`src/rtl/ntsc_timing_gen_if.sv`:
```
// Sync/blank/burst/pixel-request bundle between the NTSC timing generator and the
// composite encoder. The generator drives everything except color_enable.
interface ntsc_timing_gen_if;
   logic       color_enable;
   logic       pix_req;
   logic [9:0] x;
   logic [8:0] y;
   logic       sync_n;
   logic       blank;
   logic       burst;
   logic [1:0] phase;
   logic       line_start;
   logic       frame_start;
   logic       field;

   modport master (
      input  color_enable,
      output pix_req, x, y, sync_n, blank, burst, phase, line_start, frame_start, field
   );

   modport slave (
      output color_enable,
      input  pix_req, x, y, sync_n, blank, burst, phase, line_start, frame_start, field
   );
endinterface

```
`src/rtl/ntsc_timing_gen.sv`:
```
// NTSC raster/sync timing generator at 4x fsc (910 clk/line), registered outputs.
// Define NTSC_INTERLACE_EN for 525-line interlace (263/262-line fields, field 1 sync shifted half a line).
module ntsc_timing_gen #(
   parameter int H_TOTAL       = 910,
   parameter int H_SYNC        = 67,
   parameter int H_BURST_START = 76,
   parameter int H_BURST_LEN   = 36,
   parameter int H_ACT_START   = 150,
   parameter int H_ACTIVE      = 720,
   parameter int V_TOTAL       = 262,
   parameter int V_SYNC_START  = 3,
   parameter int V_SYNC_LINES  = 3,
   parameter int V_BURST_START = 9,
   parameter int V_ACT_START   = 21,
   parameter int V_ACTIVE      = 240,
   parameter int PREFETCH      = 2
) (
   input  logic              clk,
   input  logic              rst,
   ntsc_timing_gen_if.master vid
);

`ifdef NTSC_INTERLACE_EN
   localparam bit INTERLACE = 1'b1;
`else
   localparam bit INTERLACE = 1'b0;
`endif

   localparam logic [9:0] H_LAST    = 10'(H_TOTAL - 1);
   localparam logic [9:0] H_HALF    = 10'(H_TOTAL / 2);
   localparam logic [9:0] H_SYNC_E  = 10'(H_SYNC);
   localparam logic [9:0] H_BROAD_A = 10'(H_TOTAL / 2 - H_SYNC);
   localparam logic [9:0] H_BROAD_B = 10'(H_TOTAL - H_SYNC);
   localparam logic [9:0] H_BU_S    = 10'(H_BURST_START);
   localparam logic [9:0] H_BU_E    = 10'(H_BURST_START + H_BURST_LEN);
   localparam logic [9:0] H_AC_S    = 10'(H_ACT_START);
   localparam logic [9:0] H_AC_E    = 10'(H_ACT_START + H_ACTIVE);
   localparam logic [9:0] H_PR_S    = 10'(H_ACT_START - PREFETCH);
   localparam logic [9:0] H_PR_E    = 10'(H_ACT_START + H_ACTIVE - PREFETCH);
   localparam logic [8:0] V_LAST    = 9'(V_TOTAL - 1);
   localparam logic [8:0] V_LAST_F0 = 9'(V_TOTAL);
   localparam logic [8:0] V_VS_S    = 9'(V_SYNC_START);
   localparam logic [8:0] V_VS_E    = 9'(V_SYNC_START + V_SYNC_LINES);
   localparam logic [8:0] V_BU_S    = 9'(V_BURST_START);
   localparam logic [8:0] V_AC_S    = 9'(V_ACT_START);
   localparam logic [8:0] V_AC_E    = 9'(V_ACT_START + V_ACTIVE);

   logic [9:0] h_q, h_d;
   logic [8:0] v_q, v_d;
   logic       field_q, field_d;
   logic       ce_q, ce_d;
   logic [1:0] ph_cnt_q, ph_cnt_d;
   logic [8:0] v_last;

   logic       sync_n_q, sync_n_d;
   logic       blank_q, blank_d;
   logic       burst_q, burst_d;
   logic       pix_req_q, pix_req_d;
   logic [9:0] x_q, x_d;
   logic [8:0] y_q, y_d;
   logic [1:0] phase_q, phase_d;
   logic       line_start_q, line_start_d;
   logic       frame_start_q, frame_start_d;
   logic       field_o_q, field_o_d;

   logic       act_line, second_half, in_broad, broad_lo;

   // Field 0 of an interlaced frame carries the extra half-line pair, hence one more line.
   assign v_last = (INTERLACE && !field_q) ? V_LAST_F0 : V_LAST;

   always_comb begin
      h_d      = h_q + 10'd1;
      v_d      = v_q;
      field_d  = field_q;
      ph_cnt_d = ph_cnt_q + 2'd1;
      ce_d     = (h_q == '0) ? vid.color_enable : ce_q;
      if (h_q == H_LAST) begin
         h_d = '0;
         if (v_q == v_last) begin
            v_d     = '0;
            field_d = INTERLACE ? ~field_q : 1'b0;
         end else begin
            v_d = v_q + 9'd1;
         end
      end
   end

   always_comb begin
      act_line    = (v_q >= V_AC_S) && (v_q < V_AC_E);
      second_half = (h_q >= H_HALF);
      // Field 1 moves the broad-pulse window half a line later.
      if (INTERLACE && field_q)
         in_broad = ((v_q == V_VS_S) && second_half) ||
                    ((v_q > V_VS_S) && (v_q < V_VS_E)) ||
                    ((v_q == V_VS_E) && !second_half);
      else
         in_broad = (v_q >= V_VS_S) && (v_q < V_VS_E);
      broad_lo = second_half ? (h_q < H_BROAD_B) : (h_q < H_BROAD_A);

      sync_n_d      = in_broad ? !broad_lo : (h_q >= H_SYNC_E);
      blank_d       = !(act_line && (h_q >= H_AC_S) && (h_q < H_AC_E));
      burst_d       = ce_q && (v_q >= V_BU_S) && (h_q >= H_BU_S) && (h_q < H_BU_E);
      pix_req_d     = act_line && (h_q >= H_PR_S) && (h_q < H_PR_E);
      x_d           = pix_req_d ? (h_q - H_PR_S) : '0;
      y_d           = act_line ? (v_q - V_AC_S) : '0;
      phase_d       = ph_cnt_q;
      line_start_d  = (h_q == '0);
      frame_start_d = (h_q == '0) && (v_q == '0);
      field_o_d     = field_q;
   end

   always_ff @(posedge clk) begin
      if (rst) begin
         h_q           <= '0;
         v_q           <= '0;
         field_q       <= 1'b0;
         ce_q          <= 1'b0;
         ph_cnt_q      <= '0;
         sync_n_q      <= 1'b1;
         blank_q       <= 1'b1;
         burst_q       <= 1'b0;
         pix_req_q     <= 1'b0;
         x_q           <= '0;
         y_q           <= '0;
         phase_q       <= '0;
         line_start_q  <= 1'b0;
         frame_start_q <= 1'b0;
         field_o_q     <= 1'b0;
      end else begin
         h_q           <= h_d;
         v_q           <= v_d;
         field_q       <= field_d;
         ce_q          <= ce_d;
         ph_cnt_q      <= ph_cnt_d;
         sync_n_q      <= sync_n_d;
         blank_q       <= blank_d;
         burst_q       <= burst_d;
         pix_req_q     <= pix_req_d;
         x_q           <= x_d;
         y_q           <= y_d;
         phase_q       <= phase_d;
         line_start_q  <= line_start_d;
         frame_start_q <= frame_start_d;
         field_o_q     <= field_o_d;
      end
   end

   assign vid.sync_n      = sync_n_q;
   assign vid.blank       = blank_q;
   assign vid.burst       = burst_q;
   assign vid.pix_req     = pix_req_q;
   assign vid.x           = x_q;
   assign vid.y           = y_q;
   assign vid.phase       = phase_q;
   assign vid.line_start  = line_start_q;
   assign vid.frame_start = frame_start_q;
   assign vid.field       = field_o_q;

endmodule
```
`src/flat_wrapper.sv`:
```
// flat-port wrapper written by rule: the top's interface ports become plain ports
module ntsc_timing_gen_flat 
#(
   parameter int H_TOTAL       = 910,
   parameter int H_SYNC        = 67,
   parameter int H_BURST_START = 76,
   parameter int H_BURST_LEN   = 36,
   parameter int H_ACT_START   = 150,
   parameter int H_ACTIVE      = 720,
   parameter int V_TOTAL       = 262,
   parameter int V_SYNC_START  = 3,
   parameter int V_SYNC_LINES  = 3,
   parameter int V_BURST_START = 9,
   parameter int V_ACT_START   = 21,
   parameter int V_ACTIVE      = 240,
   parameter int PREFETCH      = 2
)
  (clk, rst, vid_color_enable, vid_pix_req, vid_x, vid_y, vid_sync_n, vid_blank, vid_burst, vid_phase, vid_line_start, vid_frame_start, vid_field);
  ntsc_timing_gen_if vid_i ();
  input  logic clk;
  input  logic rst;
  input wire logic [$bits(vid_i.color_enable)-1:0] vid_color_enable;
  output wire logic [$bits(vid_i.pix_req)-1:0] vid_pix_req;
  output wire logic [$bits(vid_i.x)-1:0] vid_x;
  output wire logic [$bits(vid_i.y)-1:0] vid_y;
  output wire logic [$bits(vid_i.sync_n)-1:0] vid_sync_n;
  output wire logic [$bits(vid_i.blank)-1:0] vid_blank;
  output wire logic [$bits(vid_i.burst)-1:0] vid_burst;
  output wire logic [$bits(vid_i.phase)-1:0] vid_phase;
  output wire logic [$bits(vid_i.line_start)-1:0] vid_line_start;
  output wire logic [$bits(vid_i.frame_start)-1:0] vid_frame_start;
  output wire logic [$bits(vid_i.field)-1:0] vid_field;
  assign vid_i.color_enable = vid_color_enable;
  assign vid_pix_req = vid_i.pix_req;
  assign vid_x = vid_i.x;
  assign vid_y = vid_i.y;
  assign vid_sync_n = vid_i.sync_n;
  assign vid_blank = vid_i.blank;
  assign vid_burst = vid_i.burst;
  assign vid_phase = vid_i.phase;
  assign vid_line_start = vid_i.line_start;
  assign vid_frame_start = vid_i.frame_start;
  assign vid_field = vid_i.field;
  ntsc_timing_gen #(.H_TOTAL(H_TOTAL), .H_SYNC(H_SYNC), .H_BURST_START(H_BURST_START), .H_BURST_LEN(H_BURST_LEN), .H_ACT_START(H_ACT_START), .H_ACTIVE(H_ACTIVE), .V_TOTAL(V_TOTAL), .V_SYNC_START(V_SYNC_START), .V_SYNC_LINES(V_SYNC_LINES), .V_BURST_START(V_BURST_START), .V_ACT_START(V_ACT_START), .V_ACTIVE(V_ACTIVE), .PREFETCH(PREFETCH)) u_core (.clk(clk), .rst(rst), .vid(vid_i));
endmodule
```
`config.mk`:
```
export PLATFORM = sky130hd
export DESIGN_NAME = ntsc_timing_gen_flat
export DESIGN_NICKNAME = d
export VERILOG_FILES = /design/src/rtl/ntsc_timing_gen_if.sv /design/src/rtl/ntsc_timing_gen.sv /design/src/flat_wrapper.sv
export SDC_FILE = /design/constraint.sdc
export NUM_CORES = 1
export LEC_CHECK = 0
export BUFFER_PORTS_ARGS = -buffer_cell sky130_fd_sc_hd__clkbuf_2
export CAP_MARGIN = 10
export CORE_MARGIN = 1
export CORE_UTILIZATION = 30
export CTS_BUF_LIST = sky130_fd_sc_hd__clkbuf_4
export DETAILED_ROUTE_END_ITERATION = 12
export PLACE_DENSITY = 0.54
export SYNTH_ARGS = -nofsm -noshare
export SYNTH_HDL_FRONTEND = slang
export SYNTH_SLANG_ARGS = --single-unit
```
`constraint.sdc`:
```
create_clock -name clk -period 2.85 [get_ports clk]
set_clock_uncertainty 0.05 [all_clocks]
set_input_delay 0.855 -clock clk [delete_from_list [all_inputs] [get_ports clk]]
set_output_delay 0.855 -clock clk [all_outputs]
set_load 0.03 [all_outputs]
```
# Word level (Yosys, flattened, before mapping)
# Cells that the tools add are included.
word_totals:
  regBits: 49
  inputBits: 3
classes:
  n_addsub: 5
  n_mux: 3
  n_lt_le_gt_ge: 15
  n_eq_ne: 2
  reduce_logical: 17
  bitwise_logic: 2
ops:
  columns: ["operator", "n"]
  rows:
  - ["10-bit < comparator, second input constant", 3]
  - ["10-bit by 7-bit >= comparator with 1-bit output, second input constant", 2]
  - ["10-bit by 8-bit >= comparator with 1-bit output, second input constant", 2]
  - ["10-bit by 1-bit adder with 10-bit output, second input constant", 1]
  - ["10-bit equality test, second input constant", 1]
  - ["10-bit by 9-bit >= comparator with 1-bit output, second input constant", 1]
  - ["1-bit logical AND", 10]
  - ["10-bit zero test", 1]
  - ["10-bit by 7-bit < comparator with 1-bit output, second input constant", 1]
  - ["10-bit by 9-bit < comparator with 1-bit output, second input constant", 1]
  - ["10-bit by 8-bit subtractor with 10-bit output, second input constant", 1]
  - ["9-bit by 1-bit adder with 9-bit output, second input constant", 1]
  - ["9-bit equality test, second input constant", 1]
  - ["9-bit by 2-bit >= comparator with 1-bit output, second input constant", 1]
  - ["9-bit by 4-bit >= comparator with 1-bit output, second input constant", 1]
  - ["9-bit by 5-bit >= comparator with 1-bit output, second input constant", 1]
  - ["9-bit zero test", 1]
  - ["9-bit by 3-bit < comparator with 1-bit output, second input constant", 1]
  - ["9-bit < comparator, second input constant", 1]
  - ["9-bit two-way mux", 1]
  - ["9-bit by 5-bit subtractor with 9-bit output, second input constant", 1]
  - ["2-bit OR reduction", 3]
  - ["2-bit by 1-bit adder with 2-bit output, second input constant", 1]
  - ["1-bit zero test", 2]
  - ["other kinds (2)", 4]

# Depth between registers and ports, before layout
depth:
  ltp_word: 6
  mapped_depth: 8
  depth_no_buf: 6

# Worst setup path before layout
# OpenSTA, ideal clock, no wires.
synth_timing:
  path_kind: "register to register"
  start: "register u_core.v_q[5]"
  end: "register u_core.x_q[4] (netlist: u_core.vid.x[4])"
  period_less_slack_ns: 2.049
  arrival_time_ns: 1.910
  path_buffers: 3
  path_stages_with_launch: 8
  t_required_ns: 2.711
  setup_slack_ns: 0.801
  cell_sequence: "dfxtp_1 -> buf_6 -> or3_1 -> buf_2 -> or4_4 -> a31o_4 -> buf_6 -> nor4_4"
synth_between:
  elab_chain_cells: 6
synth_lines:
  columns: ["item", "line", "rtl"]
  rows:
  - ["start, declared", "ntsc_timing_gen.sv:49", "logic [8:0] v_q, v_d;"]
  - ["start signal, assigned", "ntsc_timing_gen.sv:131", "v_q <= v_d;"]
  - ["9-bit by 5-bit >= comparator with 1-bit output or 9-bit < comparator (tied branches)", "ntsc_timing_gen.sv:89", "act_line = (v_q >= V_AC_S) && (v_q < V_AC_E);"]
  - ["1-bit logical AND *", "ntsc_timing_gen.sv:89", null]
  - ["1-bit logical AND * (2 in series)", "ntsc_timing_gen.sv:103", "pix_req_d = act_line && (h_q >= H_PR_S) && (h_q < H_PR_E);"]
  - ["1-bit inverter (no source line) *", null, null]
  - ["2-bit OR reduction (no source line) *", null, null]
  - ["end signal, assigned", "ntsc_timing_gen.sv:123", "x_q <= '0;"]
  - ["end signal, assigned", "ntsc_timing_gen.sv:139", "x_q <= x_d;"]
  - ["end, declared", "ntsc_timing_gen.sv:59", "logic [9:0] x_q, x_d;"]
# Every way passes the cells marked *; elsewhere a longest branch is shown, timed or not.
# A chain may end at the register's enable or synchronous reset.

# Worst setup path after layout
layout_timing:
  start: "register u_core.v_q[0]"
  end: "register u_core.blank_q (netlist: u_core.vid.blank)"
layout_between:
  elab_chain_cells: 5
layout_lines:
  columns: ["item", "line", "rtl"]
  rows:
  - ["9-bit by 5-bit >= comparator with 1-bit output or 9-bit < comparator (tied branches)", "ntsc_timing_gen.sv:89", null]
  - ["1-bit logical AND *", "ntsc_timing_gen.sv:89", null]
  - ["1-bit logical AND * (2 in series)", "ntsc_timing_gen.sv:101", "blank_d = !(act_line && (h_q >= H_AC_S) && (h_q < H_AC_E));"]
  - ["1-bit zero test *", "ntsc_timing_gen.sv:101", null]
  - ["end signal, assigned", "ntsc_timing_gen.sv:136", "blank_q <= blank_d;"]
  - ["end, declared", "ntsc_timing_gen.sv:56", "logic blank_q, blank_d;"]
# Marked as above.

==> metrics.md <==
| Metric | Value |
|---|---|
| Outcome | finished, final reports clean |
| Min-Delay Startpoint | u_core.ce_q |
| Worst hold path endpoint | u_core.vid.burst |
| Cell Chain, Critical Path | ha_1 > nor4_1 > or4_1 > a31o_4 > a311o_2 |
| Pin count of the biggest net entering global routing | 22 |
| Num CTS Buffers | 5 |
| Final Max Tran Viols | 0 |
| Estimated wirelength of the detail-placed design | roughly 3600 um |
| Fraction of the cycle the final worst path needs | 80.8% |
| DR iter-0 viols | 102 |
| Peak fanout along the critical path | 21 |
| Top library cells by usage in the layout, fill and taps aside | dfxtp_1, nor2_1, clkbuf_2 |
| Crit path max-delay cell type | dfxtp_1 |
| Post-Synthesis Mean Instance Area | 8.82 um^2 |
| Category of cells accounting for the largest share of critical-path delay | compound AO/OA/AOI/OAI gates |
| Routability cong. | 0.803 |
| Aggregate global-route resource usage | 13.0% |
| Routed via count | 1936 |
| H-tree depth reported by CTS | 2 |
| CTS clk-pin slew, worst paths | around 150 ps |
| Post-layout nets | about 310 |
| Via count of the first global-routing pass | 1790 |
| Synth top area cells | dfxtp_1, ha_1, xnor2_1 |
| Detailed-route vias per instance | 4.85 |
| EDFF count, synth | 0 |
| Post-CTS repair timing setup buffer count | 0 |
| Minimum period implied by the final worst setup slack | 2300 ps |
| Clk sinks | 49 |
| Instance count of the mapped netlist | 272 |
| Number of violations of the max-capacitance limit | 0 |
| Worst VDD drop | 0.212 mV |
| Startpoint kind of the worst setup timing path | register |
| Sum of negative setup slack | 0 ps |
| Antenna violations before repair | 0 |
| Layout Area Growth over Synthesis | 12.4% |
| Library cell with the largest summed area after synthesis | dfxtp_1 |
| Global-route wire length before repair | 8760 um |
| Sequential fraction of the synthesis area | 40.9% |
| Count of instances resized after the clock tree is built | 0 |
| Overall die area | 8360 um^2 |
| WP data required | 3060 ps |
| Worst flop-to-flop path endpoint | u_core.vid.blank |
| Ratio of cells with drive above 1 in the final layout | 17.5% |
| Number of buffers inserted by hold repair at cts | 0 |
| Pre-antenna DRT Iters | 4 |
| TritonCTS clock tree | built |
| Die Y-Extent | just over 90 um |
| Worst Max-Slew Pin Slew | about 500 ps |
| Fmax | around 430 MHz |
| Cell Area, Synth | 2400 um^2 |
| Count of yosys warnings during synthesis | 0 |
| Number of I/O port buffers | 29 |
| Commonest non-fill, non-tap cell in the layout | dfxtp_1 |
| Post-synthesis register bit count | between 40 and 50 |
| Worst Path Arrival | 2510 ps |
| Per-cell routed wire length | 12.7 um |
| Starting density of the core | 31.0% |
| Post-synth net total | 287 |
| Die extent in x | 91.4 um |
| Worst flop-to-flop path startpoint | u_core.v_q[0] |
| Reg2Reg Setup Slack | 550 ps |
| Type of destination of the critical path | register |
| Max stage delay on crit path | 630 ps |
| Number of cells traversed by the worst register-to-register path | 5 |
| Root cell of the clock tree | clkbuf_4 |
| Floorplan core area | 7730 um^2 |
| Portion of synthesized cell area occupied by the leading cell type | 40.9% |
| Unrepaired setup endpoints after global routing | false |
| Worst skew pair latency | 370 ps |
| Total detailed-routing wirelength | 5070 um |
| Hold Path Depth | 2 |
| Number of antenna cells inserted | 0 |
| Class of the most critical hold timing path | reg2reg |
| Post-synth ARST share | 0% |
| Power Dens Cells | approximately 440 nW/um^2 |
| Leakage | 1.01 nW |
| Core occupancy in the finished layout | 34.9% |
| Number of hold-slack violations in the final timing report | 0 |
| Fin Hold WS | 410 ps |
| Count of pins on the block boundary | 31 |
| Count of buffer and inverter cells on the critical path | 0 |
| Row count | 32 |
| Number of nets with antenna violations after detailed routing | 0 |
| Primary FF master, synth | dfxtp_1 |
| Sum of overflow across all layers after global routing | 0 |
| Longest Clk Path Bufs | 2 |
| Post-route DRC violation count | 0 |
| Max_slew headroom | 66.7% |
| Crit Path Category | reg2reg |
| Number of distinct library cells after synthesis | 53 |
| Final setup violation count | 0 |
## worst reg2reg max path: stages, from the launching register on
cell,delay [ps]
dfxtp_1,630
ha_1,270
nor4_1,50
or4_1,520
a31o_4,340
a311o_2,330
## per-stage QoR
stage	instance area, um^2	power (mW)	std cells	worst slack, ps
final	2700	1.18	399	547
after detailed placement	2620	0.788	391	629
after global routing	2700	1.23	399	453
after global placement	2620	0.788	391	683
after CTS	2700	1.20	399	592
after floorplan	2400	0.771	272	801
## metal layers
| layer | wire (um) | GRT usage, % | vias to the layer above | part of all wire, % |
|---|---|---|---|---|
| li1 | - | - | 994 | - |
| met1 | 2550 | 18.0 | 889 | 50 |
| met2 | 2250 | 20.4 | 47 | 44 |
| met3 | 208 | 2.43 | 6 | 4.1 |
| met4 | 65 | 3.97 | 0 | 1.3 |
| met5 | 0 | 0 | - | 0 |
## report_power, final
| group | leakage (nW) | internal [mW] | switching [mW] |
|---|---|---|---|
| Combinational | 0.571 | 0.0235 | 0.0411 |
| Sequential | 0.397 | 0.698 | 0.0104 |
| Clock | 0.0433 | 0.192 | 0.214 |
| Total | 1.01 | 0.914 | 0.266 |
## layout make-up
cell class                 instances  area [um^2]
inverter                          12         45.0
fill                             809         5030
multi-input combinational        192         1270
clock buffer                       6         45.0
clock inverter                     2         33.8
tap                              102          128
timing repair buffer              36          198
sequential                        49          981
## Yosys cell counts, drive strengths merged, types with 2 or more instances
library cell,count
nand3,7
or3,9
or4,3
dfxtp,49
a21o,2
nand4,8
o21ai,10
nand2,13
nor2b,7
nand2b,2
clkbuf,12
a311o,2
nor3,18
a21oi,10
xor2,5
inv,12
nor4,8
xnor2,16
nor2,30
a211oi,6
o21a,2
ha,12
buf,7
## flip-flops by register name, summed over array words and instances (netlist names)
| register | flops |
|---|---|
| u_core.ce_q | 1 |
| u_core.h_q | 10 |
| u_core.ph_cnt_q | 2 |
| u_core.v_q | 9 |
| u_core.vid.blank | 1 |
| u_core.vid.burst | 1 |
| u_core.vid.frame_start | 1 |
| u_core.vid.line_start | 1 |
| u_core.vid.phase | 2 |
| u_core.vid.pix_req | 1 |
| u_core.vid.sync_n | 1 |
| u_core.vid.x | 10 |
| u_core.vid.y | 9 |
## worst max path at each step
stage | startpoint | end | slack, ps | depth (start not counted)
after floorplan | u_core.v_q[5] | u_core.vid.x[4] | 800 | 7
after global placement | u_core.v_q[0] | u_core.vid.blank | 680 | 5
after detailed placement | u_core.v_q[0] | u_core.vid.blank | 630 | 5
after CTS | u_core.v_q[0] | u_core.vid.blank | 590 | 5
after global routing | u_core.v_q[0] | u_core.vid.blank | 450 | 5
final | u_core.v_q[0] | u_core.vid.blank | 550 | 5
## kinds of logic after synthesis
| logic type | synth area share (%) |
|---|---|
| simple gates | 26.5 |
| buf+inv | 6.31 |
| compound gates | 11.8 |
| flops | 40.9 |
| mux | 0.417 |
| xor+xnor | 7.67 |
| fa+ha+maj | 6.26 |
| other cells | 0.156 |
Power figures use the tool's default switching activity.
